## src/rtl/uart_rx_fifo.sv

```systemverilog
`default_nettype none
// ============================================================================
//  Module      : uart_rx_fifo
//  Description : 16550-compatible UART receive path. Deserialises SIN with
//                16x oversampling, checks parity, framing and break, and
//                buffers characters plus error flags in a first-word
//                fall-through FIFO with trigger, timeout and overrun status.
//  Revision    : 1.0 - initial release
// ============================================================================
module uart_rx_fifo #(
    parameter int FIFO_DEPTH = 16,
    parameter int CNT_W      = $clog2(FIFO_DEPTH) + 1
) (
    input  logic             PCLK,
    input  logic             reset,
    input  logic             baudpulse,
    input  logic             SIN,
    input  logic [1:0]       wordlen,
    input  logic             stopbits2,
    input  logic             parityen,
    input  logic             evenparity,
    input  logic             stickparity,
    input  logic             fifoen,
    input  logic [1:0]       rxtrig,
    input  logic             fifoclear,
    input  logic             rxread,
    input  logic             lsrread,
    output logic [7:0]       rxdata,
    output logic             rxdr,
    output logic             rxpe,
    output logic             rxfe,
    output logic             rxbi,
    output logic             rxoverrun,
    output logic             rxfifoerr,
    output logic             rxtrigger,
    output logic             rxtimeout,
    output logic [CNT_W-1:0] rxcount
);

    localparam int PTR_W = $clog2(FIFO_DEPTH);

    localparam logic [2:0] S_IDLE      = 3'd0;
    localparam logic [2:0] S_START     = 3'd1;
    localparam logic [2:0] S_DATA      = 3'd2;
    localparam logic [2:0] S_PARITY    = 3'd3;
    localparam logic [2:0] S_STOP      = 3'd4;
    localparam logic [2:0] S_BREAKWAIT = 3'd5;

    // ------------------------------------------------------------------
    // Receiver state
    // ------------------------------------------------------------------
    logic        sin_meta_q, sin_sync_q;
    logic [2:0]  state_q, state_d;
    logic [3:0]  os_cnt_q, os_cnt_d;
    logic [2:0]  bit_idx_q, bit_idx_d;
    logic [7:0]  data_q, data_d;
    logic        par_bit_q, par_bit_d;
    logic        pe_q, pe_d;

    logic        push;
    logic [10:0] push_entry;
    logic        is_break;
    logic        exp_par;
    logic [2:0]  last_bit;

    // ------------------------------------------------------------------
    // FIFO state
    // ------------------------------------------------------------------
    logic [10:0]      mem_q [FIFO_DEPTH];
    logic [PTR_W-1:0] wr_ptr_q, wr_ptr_d;
    logic [PTR_W-1:0] rd_ptr_q, rd_ptr_d;
    logic [CNT_W-1:0] count_q, count_d;
    logic [CNT_W-1:0] err_cnt_q, err_cnt_d;
    logic             ovr_q, ovr_d;
    logic             fifoen_q;
    logic [9:0]       tmo_q, tmo_d;

    logic             fifo_clr;
    logic             empty;
    logic             full;
    logic             do_pop;
    logic             do_push;
    logic             overwrite;
    logic             ovr_set;
    logic [PTR_W-1:0] wr_addr;
    logic [10:0]      head;
    logic             head_err;
    logic             entry_err;
    logic [3:0]       charbits;
    logic [9:0]       tmo_limit;
    logic [CNT_W-1:0] trig_level;

    assign last_bit = 3'd4 + {1'b0, wordlen};
    assign exp_par  = stickparity ? ~evenparity : (^data_q ^ ~evenparity);

    // Two-flop synchroniser; idles high so reset does not look like a start bit
    always_ff @(posedge PCLK) begin
        if (reset) begin
            sin_meta_q <= 1'b1;
            sin_sync_q <= 1'b1;
        end else begin
            sin_meta_q <= SIN;
            sin_sync_q <= sin_meta_q;
        end
    end

    // Receiver next-state: all decisions are taken on baudpulse cycles only
    always_comb begin
        state_d    = state_q;
        os_cnt_d   = os_cnt_q;
        bit_idx_d  = bit_idx_q;
        data_d     = data_q;
        par_bit_d  = par_bit_q;
        pe_d       = pe_q;
        push       = 1'b0;
        push_entry = '0;
        is_break   = 1'b0;
        if (baudpulse) begin
            case (state_q)
                S_IDLE: begin
                    if (!sin_sync_q) begin
                        state_d   = S_START;
                        os_cnt_d  = 4'd0;
                        data_d    = 8'h00;
                        par_bit_d = 1'b0;
                        pe_d      = 1'b0;
                    end
                end
                S_START: begin
                    if (os_cnt_q == 4'd7) begin
                        // Mid-bit check rejects glitches shorter than half a bit
                        if (sin_sync_q) begin
                            state_d = S_IDLE;
                        end else begin
                            state_d   = S_DATA;
                            bit_idx_d = 3'd0;
                            os_cnt_d  = 4'd0;
                        end
                    end else begin
                        os_cnt_d = os_cnt_q + 4'd1;
                    end
                end
                S_DATA: begin
                    os_cnt_d = os_cnt_q + 4'd1;
                    if (os_cnt_q == 4'd15) begin
                        data_d[bit_idx_q] = sin_sync_q;
                        if (bit_idx_q == last_bit) begin
                            state_d = parityen ? S_PARITY : S_STOP;
                        end else begin
                            bit_idx_d = bit_idx_q + 3'd1;
                        end
                    end
                end
                S_PARITY: begin
                    os_cnt_d = os_cnt_q + 4'd1;
                    if (os_cnt_q == 4'd15) begin
                        par_bit_d = sin_sync_q;
                        pe_d      = (sin_sync_q != exp_par);
                        state_d   = S_STOP;
                    end
                end
                S_STOP: begin
                    os_cnt_d = os_cnt_q + 4'd1;
                    if (os_cnt_q == 4'd15) begin
                        // par_bit_q stays 0 when parity is disabled
                        is_break   = (data_q == 8'h00) && !par_bit_q && !sin_sync_q;
                        push       = 1'b1;
                        push_entry = {is_break, ~sin_sync_q, pe_q,
                                      is_break ? 8'h00 : data_q};
                        state_d    = is_break ? S_BREAKWAIT : S_IDLE;
                    end
                end
                S_BREAKWAIT: begin
                    if (sin_sync_q) begin
                        state_d = S_IDLE;
                    end
                end
                default: begin
                    state_d = S_IDLE;
                end
            endcase
        end
    end

    // Receiver state registers
    always_ff @(posedge PCLK) begin
        if (reset) begin
            state_q   <= S_IDLE;
            os_cnt_q  <= 4'd0;
            bit_idx_q <= 3'd0;
            data_q    <= 8'h00;
            par_bit_q <= 1'b0;
            pe_q      <= 1'b0;
        end else begin
            state_q   <= state_d;
            os_cnt_q  <= os_cnt_d;
            bit_idx_q <= bit_idx_d;
            data_q    <= data_d;
            par_bit_q <= par_bit_d;
            pe_q      <= pe_d;
        end
    end

    // ------------------------------------------------------------------
    // FIFO control
    // ------------------------------------------------------------------
    assign fifo_clr  = fifoclear | (fifoen ^ fifoen_q);
    assign empty     = (count_q == '0);
    assign full      = fifoen ? (count_q == CNT_W'(FIFO_DEPTH)) : !empty;
    assign do_pop    = rxread & !empty & !fifo_clr;
    // A push into a full buffer only lands if a pop frees a slot the same cycle
    assign do_push   = push & !fifo_clr & (!full | do_pop);
    assign ovr_set   = push & !fifo_clr & full & !do_pop;
    // Holding-register mode replaces the unread character instead of dropping it
    assign overwrite = ovr_set & !fifoen;
    assign wr_addr   = overwrite ? rd_ptr_q : wr_ptr_q;
    assign head      = mem_q[rd_ptr_q];
    assign head_err  = |head[10:8];
    assign entry_err = |push_entry[10:8];

    assign charbits  = 4'd7 + {2'b00, wordlen} + {3'b000, parityen} + {3'b000, stopbits2};
    assign tmo_limit = {charbits, 6'b000000};

    // Trigger threshold decode
    always_comb begin
        trig_level = CNT_W'(1);
        case (rxtrig)
            2'b00: trig_level = CNT_W'(1);
            2'b01: trig_level = CNT_W'(FIFO_DEPTH / 4);
            2'b10: trig_level = CNT_W'(FIFO_DEPTH / 2);
            2'b11: trig_level = CNT_W'(FIFO_DEPTH - 2);
            default: trig_level = CNT_W'(1);
        endcase
    end

    // FIFO pointer, occupancy, error-count, overrun and timeout next-state
    always_comb begin
        wr_ptr_d  = wr_ptr_q;
        rd_ptr_d  = rd_ptr_q;
        count_d   = count_q;
        err_cnt_d = err_cnt_q;
        ovr_d     = ovr_q;
        tmo_d     = tmo_q;

        if (fifo_clr) begin
            wr_ptr_d  = '0;
            rd_ptr_d  = '0;
            count_d   = '0;
            err_cnt_d = '0;
        end else begin
            if (do_pop) begin
                rd_ptr_d = rd_ptr_q + PTR_W'(1);
            end
            if (do_push) begin
                wr_ptr_d = wr_ptr_q + PTR_W'(1);
            end
            count_d   = count_q + CNT_W'(do_push) - CNT_W'(do_pop);
            err_cnt_d = err_cnt_q
                      + CNT_W'(do_push & entry_err)
                      + CNT_W'(overwrite & entry_err)
                      - CNT_W'(do_pop & head_err)
                      - CNT_W'(overwrite & head_err);
        end

        // Set has priority so an overrun in the read cycle is not lost
        if (ovr_set) begin
            ovr_d = 1'b1;
        end else if (lsrread) begin
            ovr_d = 1'b0;
        end

        if (fifo_clr || do_push || overwrite || do_pop || empty || !fifoen) begin
            tmo_d = 10'd0;
        end else if (baudpulse && (tmo_q < tmo_limit)) begin
            tmo_d = tmo_q + 10'd1;
        end
    end

    // FIFO control registers
    always_ff @(posedge PCLK) begin
        if (reset) begin
            wr_ptr_q  <= '0;
            rd_ptr_q  <= '0;
            count_q   <= '0;
            err_cnt_q <= '0;
            ovr_q     <= 1'b0;
            fifoen_q  <= 1'b0;
            tmo_q     <= 10'd0;
        end else begin
            wr_ptr_q  <= wr_ptr_d;
            rd_ptr_q  <= rd_ptr_d;
            count_q   <= count_d;
            err_cnt_q <= err_cnt_d;
            ovr_q     <= ovr_d;
            fifoen_q  <= fifoen;
            tmo_q     <= tmo_d;
        end
    end

    // Storage array; contents are don't-care until written, outputs are gated
    always_ff @(posedge PCLK) begin
        if (do_push || overwrite) begin
            mem_q[wr_addr] <= push_entry;
        end
    end

    // ------------------------------------------------------------------
    // Outputs
    // ------------------------------------------------------------------
    assign rxdata    = empty ? 8'h00 : head[7:0];
    assign rxpe      = !empty & head[8];
    assign rxfe      = !empty & head[9];
    assign rxbi      = !empty & head[10];
    assign rxdr      = !empty;
    assign rxoverrun = ovr_q;
    assign rxfifoerr = (err_cnt_q != '0);
    assign rxtrigger = fifoen ? (count_q >= trig_level) : !empty;
    assign rxtimeout = (tmo_q >= tmo_limit);
    assign rxcount   = count_q;

endmodule
`default_nettype wire
```

## config.mk

```make
export PLATFORM = sky130hd
export DESIGN_NAME = uart_rx_fifo
export DESIGN_NICKNAME = d
export VERILOG_FILES = /design/src/rtl/uart_rx_fifo.sv
export SDC_FILE = /design/constraint.sdc
export NUM_CORES = 1
export LEC_CHECK = 0
export CORE_MARGIN = 2
export CORE_UTILIZATION = 43
export CTS_CLUSTER_SIZE = 10
export DETAILED_ROUTE_END_ITERATION = 8
export PLACE_DENSITY_LB_ADDON = 0.25
export SYNTH_ARGS = -nofsm -noshare
export SYNTH_HDL_FRONTEND = slang
export SYNTH_SLANG_ARGS = --single-unit
```

## constraint.sdc

```tcl
create_clock -name PCLK -period 4.12 [get_ports PCLK]
set_input_delay 0.412 -clock PCLK [delete_from_list [all_inputs] [get_ports PCLK]]
set_output_delay 0.412 -clock PCLK [all_outputs]
set_load 0.02 [all_outputs]
```

==> results of run 1 <==
==> timing repair <==
action | 4_1_cts | 5_1_grt
hold buffers | 0 | 0
buffers inserted | 0 | 0
endpoints found under the setup margin | 0 | 2
gates resized for setup | 0 | 3
==> layer usage <==
layer  part of all wire, %  up-vias  GRT usage (%)  routed length (microns)
li1                      -     2839              -                        -
met1                    44     3055           23.1                     9660
met2                    50      135           29.8                    10900
met3                   3.8       40           2.68                      850
met4                   2.9        0           5.91                      631
met5                     0        -              0                        0
==> final timing paths <==
path,from,end,depth (start not counted)
hold reg to reg,sin_meta_q,sin_sync_q,1
setup reg to reg,flop,err_cnt_q[4],15
hold / removal,sin_meta_q,sin_sync_q,1
setup / recovery,parityen,rxtimeout,12
==> through the flow <==
stage	total power, mW	hold slack, ns	setup WS [ns]
final	4.70	0.432	0.183
after global routing	4.86	0.438	0.00666
after CTS	4.75	0.409	0.145
after detailed placement	2.63	0.416	0.160
after global placement	2.62	0.398	0.235
after floorplan	2.59	0.389	0.392
==> logic make-up (layout without fill, tap and decap cells) <==
family                   Yosys count  count (layout)
multiplexers                      64              64
XOR/XNOR                          31              31
AND/OR/NAND/NOR                  204             204
AO/OA/AOI/OAI                     80              80
flip-flops                       232             232
buffers and inverters             74             162
adder cells (fa/ha/maj)           37              37
==> layout make-up <==
type	count	area (sq um)	area share [%]
Clock buffer	47	751	6.21
Clock inverter	3	28.8	0.238
Inverter	43	161	1.33
Multi-Input combinational cell	416	3720	30.8
Sequential cell	232	6410	53.0
Tap cell	319	399	3.30
Timing Repair Buffer	69	621	5.13
==> cell usage in the layout (no fill, tap or decap), types with 4 or more instances in the layout <==
cell type / instances
dfxtp_1: 54
fa_1: 5
o21ai_0: 7
nand2_1: 22
a211oi_1: 4
a21oi_1: 28
nor3_1: 8
a31oi_1: 8
xnor2_1: 17
ha_1: 32
buf_4: 32
clkbuf_1: 20
nor2b_1: 16
clkdlybuf4s50_1: 36
xor2_1: 14
nand4_1: 7
mux2i_1: 10
and3_1: 17
and2_1: 15
inv_1: 42
clkbuf_16: 27
o21a_1: 4
nand3_1: 17
nor2_4: 10
o21ai_1: 9
mux4_2: 52
edfxtp_1: 176
nor2_1: 66
==> sequential cells by signal (all words and copies together) (netlist names), 4 cells and up, named ones only <==
register / cells
mem_q: 176
os_cnt_q: 4
tmo_q: 10
rd_ptr_q: 4
data_q: 8
wr_ptr_q: 4
rxcount: 5
err_cnt_q: 5
==> worst register-to-register path, stage by stage, from the launching register on <==
cell     delay (ns)
dfxtp_4        0.41
buf_12         0.18
mux4_2         0.52
a22oi_1        0.24
nand3_1        0.10
nor3_1         0.18
buf_4          0.17
nor2_1         0.06
fa_1           0.53
inv_1          0.05
fa_1           0.39
ha_1           0.22
a21oi_1        0.16
nor2_1         0.08
or3_1          0.35
a21oi_1        0.15
==> cell usage after synthesis, types with 15 or more instances <==
| library cell | count |
|---|---|
| nor2b_1 | 16 |
| nand3_1 | 17 |
| ha_1 | 32 |
| a21oi_1 | 28 |
| inv_1 | 42 |
| xnor2_1 | 17 |
| dfxtp_1 | 56 |
| and3_1 | 17 |
| and2_1 | 15 |
| mux4_2 | 52 |
| clkbuf_1 | 20 |
| nor2_1 | 66 |
| edfxtp_1 | 176 |
| nand2_1 | 22 |
==> where the power goes <==
group	internal, mW	switching, mW
clock network	1.23	0.892
logic	0.0403	0.0483
registers	2.48	0.00608
==> insert_results.sql, run 1 <==
INSERT INTO impl_metrics (metric_group, metric, value, unit) VALUES
('worst_setup_path', 'critPathMaxStageDelay', '0.67', 'ns'),
('worst_setup_path', 'worst-setup-path-type', 'primary input to primary output', ''),
('floorplanning', 'boundaryPins', '37', ''),
('timing', 'max_freq', '0.254', 'GHz'),
('power', 'power.leakage', '3.80', 'nW'),
('grt', 'grt_pass1_wl', '35.2', 'mm'),
('timing', 'final_min_period_over_clock_period', '95.6', '%'),
('place', 'io_buf_count', '36', ''),
('yosys', 'synthXorXnorAreaFrac', '2.60', '%'),
('worst_setup_path', 'critical_path_buffers_and_inverters', '4', ''),
('floorplanning', 'floorplan.rows', '56', ''),
('place', 'placed_area', '11300', 'sq um'),
('floorplanning', 'die_area', '25500', 'sq um'),
('final_layout', 'antenna_cells', '0', ''),
('clocking', 'numClockSinks', '232', ''),
('power', 'power.ir.vdd_worst', '345', 'uV'),
('timing', 'slew-limit-headroom', '28.7', '%'),
('timing', 'final.setup_skew', '0.00934', 'ns'),
('worst_setup_path', 'r2r_slack', '0.26', 'ns'),
('clocking', 'cts_tree', 'done', ''),
('yosys', 'synthFlopType', 'edfxtp_1', ''),
('timing', 'setup_violations', '0', ''),
('yosys', 'synth_seq_cells', '232', ''),
('yosys', 'ys_types', '60', ''),
('timing', 'rsz0062_at_grt', 'false', ''),
('final_layout', 'finalNetCount', '842', ''),
('clocking', 'cts_max_level', '1', ''),
('clocking', 'worst_setup_hold_path_clk_slew', '0.05', 'ns'),
('timing', 'finalHoldViolations', '0', ''),
('worst_setup_path', 'worst_path_max_delay_cell', 'clkdlybuf4s50_1', ''),
('clocking', 'cts-buffers-inserted', '27', ''),
('grt', 'global_route.overflow_total', '0', ''),
('yosys', 'mappedNetlistArea', '10400', 'sq um'),
('yosys', 'synth-compound-area-share', '4.80', '%'),
('worst_setup_path', 'critical_path_required', '3.71', 'ns'),
('yosys', 'sequential_fraction_of_the_synthesis_area', '61.4', '%'),
('drt', 'ant_nets', '0', ''),
('clocking', 'clock_path_buffers', '3', ''),
('worst_setup_path', 'cpLargestDelayFamily', 'buffers and inverters', ''),
('flow_run', 'max_cap_viol_count', '0', ''),
('drt', 'routed_wirelength', '22.1', 'mm'),
('timing', 'timing.setup.tns', '0', 'ns'),
('final_layout', 'flow.area_growth_from_synthesis', '16.0', '%'),
('grt', 'grt_max_degree', '33', ''),
('drt', 'wl_per_instance', '19.6', 'microns'),
('run_status', 'outcome', 'finished, final reports clean', ''),
('final_layout', 'post_layout_nonfiller_instances', '1129', ''),
('yosys', 'synth_enable_flop_cells', '176', ''),
('power', 'power.density', '389', 'nW/um^2'),
('yosys', 'synthesis.area_per_instance', '14.4', 'sq um'),
('clocking', 'cts-root-buf', 'clkbuf_16', ''),
('timing', 'drv_slew', '0', ''),
('yosys', 'synthCells', '722', ''),
('yosys', 'async_flop_share', '0', '%'),
('drt', 'drt_first_pass_iters', '5', ''),
('yosys', 'syn-num-nets', '775', ''),
('yosys', 'post-synth-top-area-cell', 'edfxtp_1', ''),
('final_layout', 'final_area', '12100', 'sq um'),
('final_layout', 'postLayoutCoreUtil', '51.2', '%'),
('yosys', 'synth_adder_area_share', '4.80', '%'),
('worst_setup_path', 'critical_path.max_fanout', '3', ''),
('timing', 'min_period', '3.94', 'ns'),
('grt', 'antenna_found_initial', '0', ''),
('yosys', 'synth_area_leaders', 'edfxtp_1 (51%), mux4_2 (11%), dfxtp_1 (11%), ha_1 (3.8%), nor2_1 (2.4%)', ''),
('worst_setup_path', 'critical_path.startpoint_type', 'primary input', ''),
('drt', 'detail_route.iter0.violations', '358', ''),
('grt', 'via_count_of_the_first_global_routing_pass', '6574', ''),
('place', 'numPlacedInstances', '1079', ''),
('clocking', 'worst_skew_pair.late_latency', '0.54', 'ns'),
('yosys', 'synth.mux.area_fraction', '12.4', '%'),
('drt', 'detail_routed_via_count_per_cell', '5.38', '');
Note: power is estimated with default switching activity, not from simulation.
==> run 2, diff against run 1 <==
--- a/config.mk
+++ b/config.mk
@@ -5,8 +5,10 @@
 export SDC_FILE = /design/constraint.sdc
 export NUM_CORES = 1
 export LEC_CHECK = 0
+export CAP_MARGIN = 5
+export CORE_ASPECT_RATIO = 1.4
 export CORE_MARGIN = 2
-export CORE_UTILIZATION = 43
+export CORE_UTILIZATION = 55
 export CTS_CLUSTER_SIZE = 10
 export DETAILED_ROUTE_END_ITERATION = 8
 export PLACE_DENSITY_LB_ADDON = 0.25
==> insert_results.sql, run 2 (synthesis results as in run 1) <==
INSERT INTO impl_metrics (metric_group, metric, value, unit) VALUES
('final_layout', 'layout-drive-gt1-share', '17.1', '%'),
('worst_setup_path', 'list_of_cells_traversed_by_the_critical_path', 'mux4_2 -> nor2b_1 -> a211oi_1 -> a21oi_1 -> nor3_2 -> nor2_1 -> fa_1 -> inv_1 -> fa_1 -> ha_1 -> a21oi_1 -> nor2_1 -> or3_1 -> a21oi_1', ''),
('final_layout', 'postLayoutCoreUtil', '64.4', '%'),
('final_layout', 'largest_reg_flops', '176', ''),
('clocking', 'cts_setup_buffers', '0', ''),
('floorplanning', 'boundaryPins', '37', ''),
('grt', 'grt.total_usage', '21.7', '%'),
('floorplanning', 'die_width', '120', 'microns'),
('place', 'numPlacedInstances', '1002', ''),
('timing', 'slew-limit-headroom', '19.7', '%'),
('timing', 'min_period', '3.89', 'ns'),
('worst_setup_path', 'worst_path_max_delay_cell', 'fa_1', ''),
('worst_setup_path', 'worst_ep_arrival_time', '4.32', 'ns'),
('place', 'io_buf_count', '36', ''),
('final_layout', 'regs_by_ff_count', 'mem_q (176), tmo_q (10), data_q (8)', ''),
('place', 'gp_congestion', '0.845', ''),
('min_path', 'worst_hold_check_path_type', 'flop to flop', ''),
('worst_setup_path', 'critical_path.startpoint_type', 'flop', ''),
('final_layout', 'largest_register', 'mem_q', ''),
('power', 'power.density', '388', 'nW/um^2'),
('timing', 'timing.setup.tns', '0', 'ns'),
('worst_setup_path', 'cpLargestDelayFamily', 'adder cells', ''),
('clocking', 'cts_max_level', '1', ''),
('clocking', 'cts_hold_buffers', '0', ''),
('timing', 'finalHoldViolations', '0', ''),
('flow_run', 'max_cap_viol_count', '0', ''),
('grt', 'via_count_of_the_first_global_routing_pass', '6391', ''),
('final_layout', 'flow.area_growth_from_synthesis', '14.9', '%'),
('timing', 'final_min_period_over_clock_period', '94.4', '%'),
('drt', 'ant_nets', '0', ''),
('drt', 'routed_wirelength', '21.0', 'mm'),
('worst_setup_path', 'worst-setup-path-type', 'flop to flop', ''),
('final_layout', 'antenna_cells', '0', ''),
('final_layout', 'post_layout_nonfiller_instances', '1050', ''),
('clocking', 'clock_path_buffers', '3', ''),
('clocking', 'cts-root-buf', 'clkbuf_16', ''),
('clocking', 'cts-buffers-inserted', '27', ''),
('timing', 'tightest_hold_margin', '0.405', 'ns'),
('final_layout', 'most-common-layout-cells', 'edfxtp_1 (176), nor2_1 (66), dfxtp_1 (55)', ''),
('worst_setup_path', 'critical_path_buffers_and_inverters', '1', ''),
('floorplanning', 'initial_utilization', '56.1', '%'),
('power', 'power.leakage', '3.81', 'nW'),
('drt', 'wl_per_instance', '20.0', 'microns'),
('worst_setup_path', 'cpMostUsedCell', 'a21oi_1', ''),
('grt', 'antenna_found_initial', '0', ''),
('timing', 'tightestPinTransition', '1.20', 'ns'),
('final_layout', 'finalNetCount', '840', ''),
('drt', 'drt_first_pass_iters', '5', ''),
('final_layout', 'layout_commonest_cell', 'edfxtp_1', ''),
('floorplanning', 'chipHeight', '167', 'microns'),
('worst_setup_path', 'end_kind', 'flop', ''),
('clocking', 'worst_setup_hold_path_clk_slew', '0.05', 'ns'),
('worst_setup_path', 'critical_path.max_fanout', '6', ''),
('timing', 'rsz0062_at_grt', 'false', ''),
('place', 'detailedPlacementHpwl', '14.2', 'mm'),
('drt', 'detailroute.via_count', '6133', ''),
('timing', 'max_freq', '0.257', 'GHz'),
('clocking', 'worst_skew_pair.late_latency', '0.51', 'ns'),
('run_status', 'outcome', 'finished, final reports clean', ''),
('floorplanning', 'core_region', '18600', 'sq um'),
('timing', 'final.setup_skew', '0.00887', 'ns'),
('grt', 'global_route.overflow_total', '0', ''),
('drt', 'detail_routed_via_count_per_cell', '5.84', ''),
('worst_setup_path', 'critical_path_required', '4.55', 'ns'),
('worst_setup_path', 'r2r_slack', '0.23', 'ns'),
('power', 'power.ir.vdd_worst', '237', 'uV'),
('grt', 'grt_max_degree', '31', ''),
('drt', 'detail_route.iter0.violations', '445', ''),
('floorplanning', 'floorplan.rows', '59', ''),
('power', 'totalPowerFinal', '4.65', 'mW'),
('grt', 'grt_pass1_wl', '33.9', 'mm'),
('timing', 'setup_violations', '0', ''),
('drt', 'post-route-drc-count', '0', ''),
('timing', 'drv_slew', '0', ''),
('clocking', 'cts_tree', 'done', ''),
('floorplanning', 'die_area', '20100', 'sq um'),
('worst_setup_path', 'critPathMaxStageDelay', '0.55', 'ns'),
('clocking', 'numClockSinks', '232', '');
## run 2: cell count changes in the layout (fill, tap and decap cells not counted), sizes merged
cell           previous run  this run
buf                      33        31
clkdlybuf4s50            36        35
dlymetal6s2s              0         1
inv                      44        45
clkbuf                   47        46
clkinv                    2         0
## run 2: final timing paths
| path | startpoint | endpoint | cells after the start |
|---|---|---|---|
| hold / removal | sin_meta_q | sin_sync_q | 1 |
| setup / recovery | flop | err_cnt_q[4] | 14 |
| setup reg to reg | flop | err_cnt_q[4] | 14 |
| hold reg to reg | sin_meta_q | sin_sync_q | 1 |
## run 2: per-stage QoR
stage | setup slack (ns) | instance area, sq um
3_5_place_dp | -0.0416 | 11200
5_1_grt | 0.0244 | 12000
6_report | 0.231 | 12000
2_1_floorplan | 0.392 | 10400
3_3_place_gp | 0.0559 | 11200
4_1_cts | 0.0882 | 12000
## run 2: report_power, final
part	switching, mW	internal (mW)	total, mW
Sequential	0.00603	2.49	2.49
Combinational	0.0477	0.0407	0.0884
Clock	0.851	1.22	2.07
## run 2: cell type report
type	count	area [sq um]
tap	244	305
clock inverter	2	17.5
inverter	43	161
timing repair buffer	67	612
clock buffer	46	747
fill	1383	6620
sequential	232	6410
multi-input combinational	416	3730
## run 2: routing by layer
metal | part of all wire (%) | vias up | track usage, %
li1 | - | 2835 | -
met1 | 37 | 3046 | 26.5
met2 | 55 | 208 | 39.9
met3 | 5.4 | 44 | 2.29
met4 | 2.8 | 0 | 7.18
met5 | 0 | - | 0
## run 2: repair_timing
action	in CTS	in global routing
resized for setup	1	3
cloned	0	0
endpoints found under the setup margin	1	4
## run 2: worst reg2reg max path, stage by stage (launching register included)
cell	delay (ns)
dfxtp_2	0.44
mux4_2	0.51
nor2b_1	0.14
a211oi_1	0.27
a21oi_1	0.14
nor3_2	0.31
nor2_1	0.11
fa_1	0.55
inv_1	0.06
fa_1	0.39
ha_1	0.22
a21oi_1	0.13
nor2_1	0.06
or3_1	0.34
a21oi_1	0.15
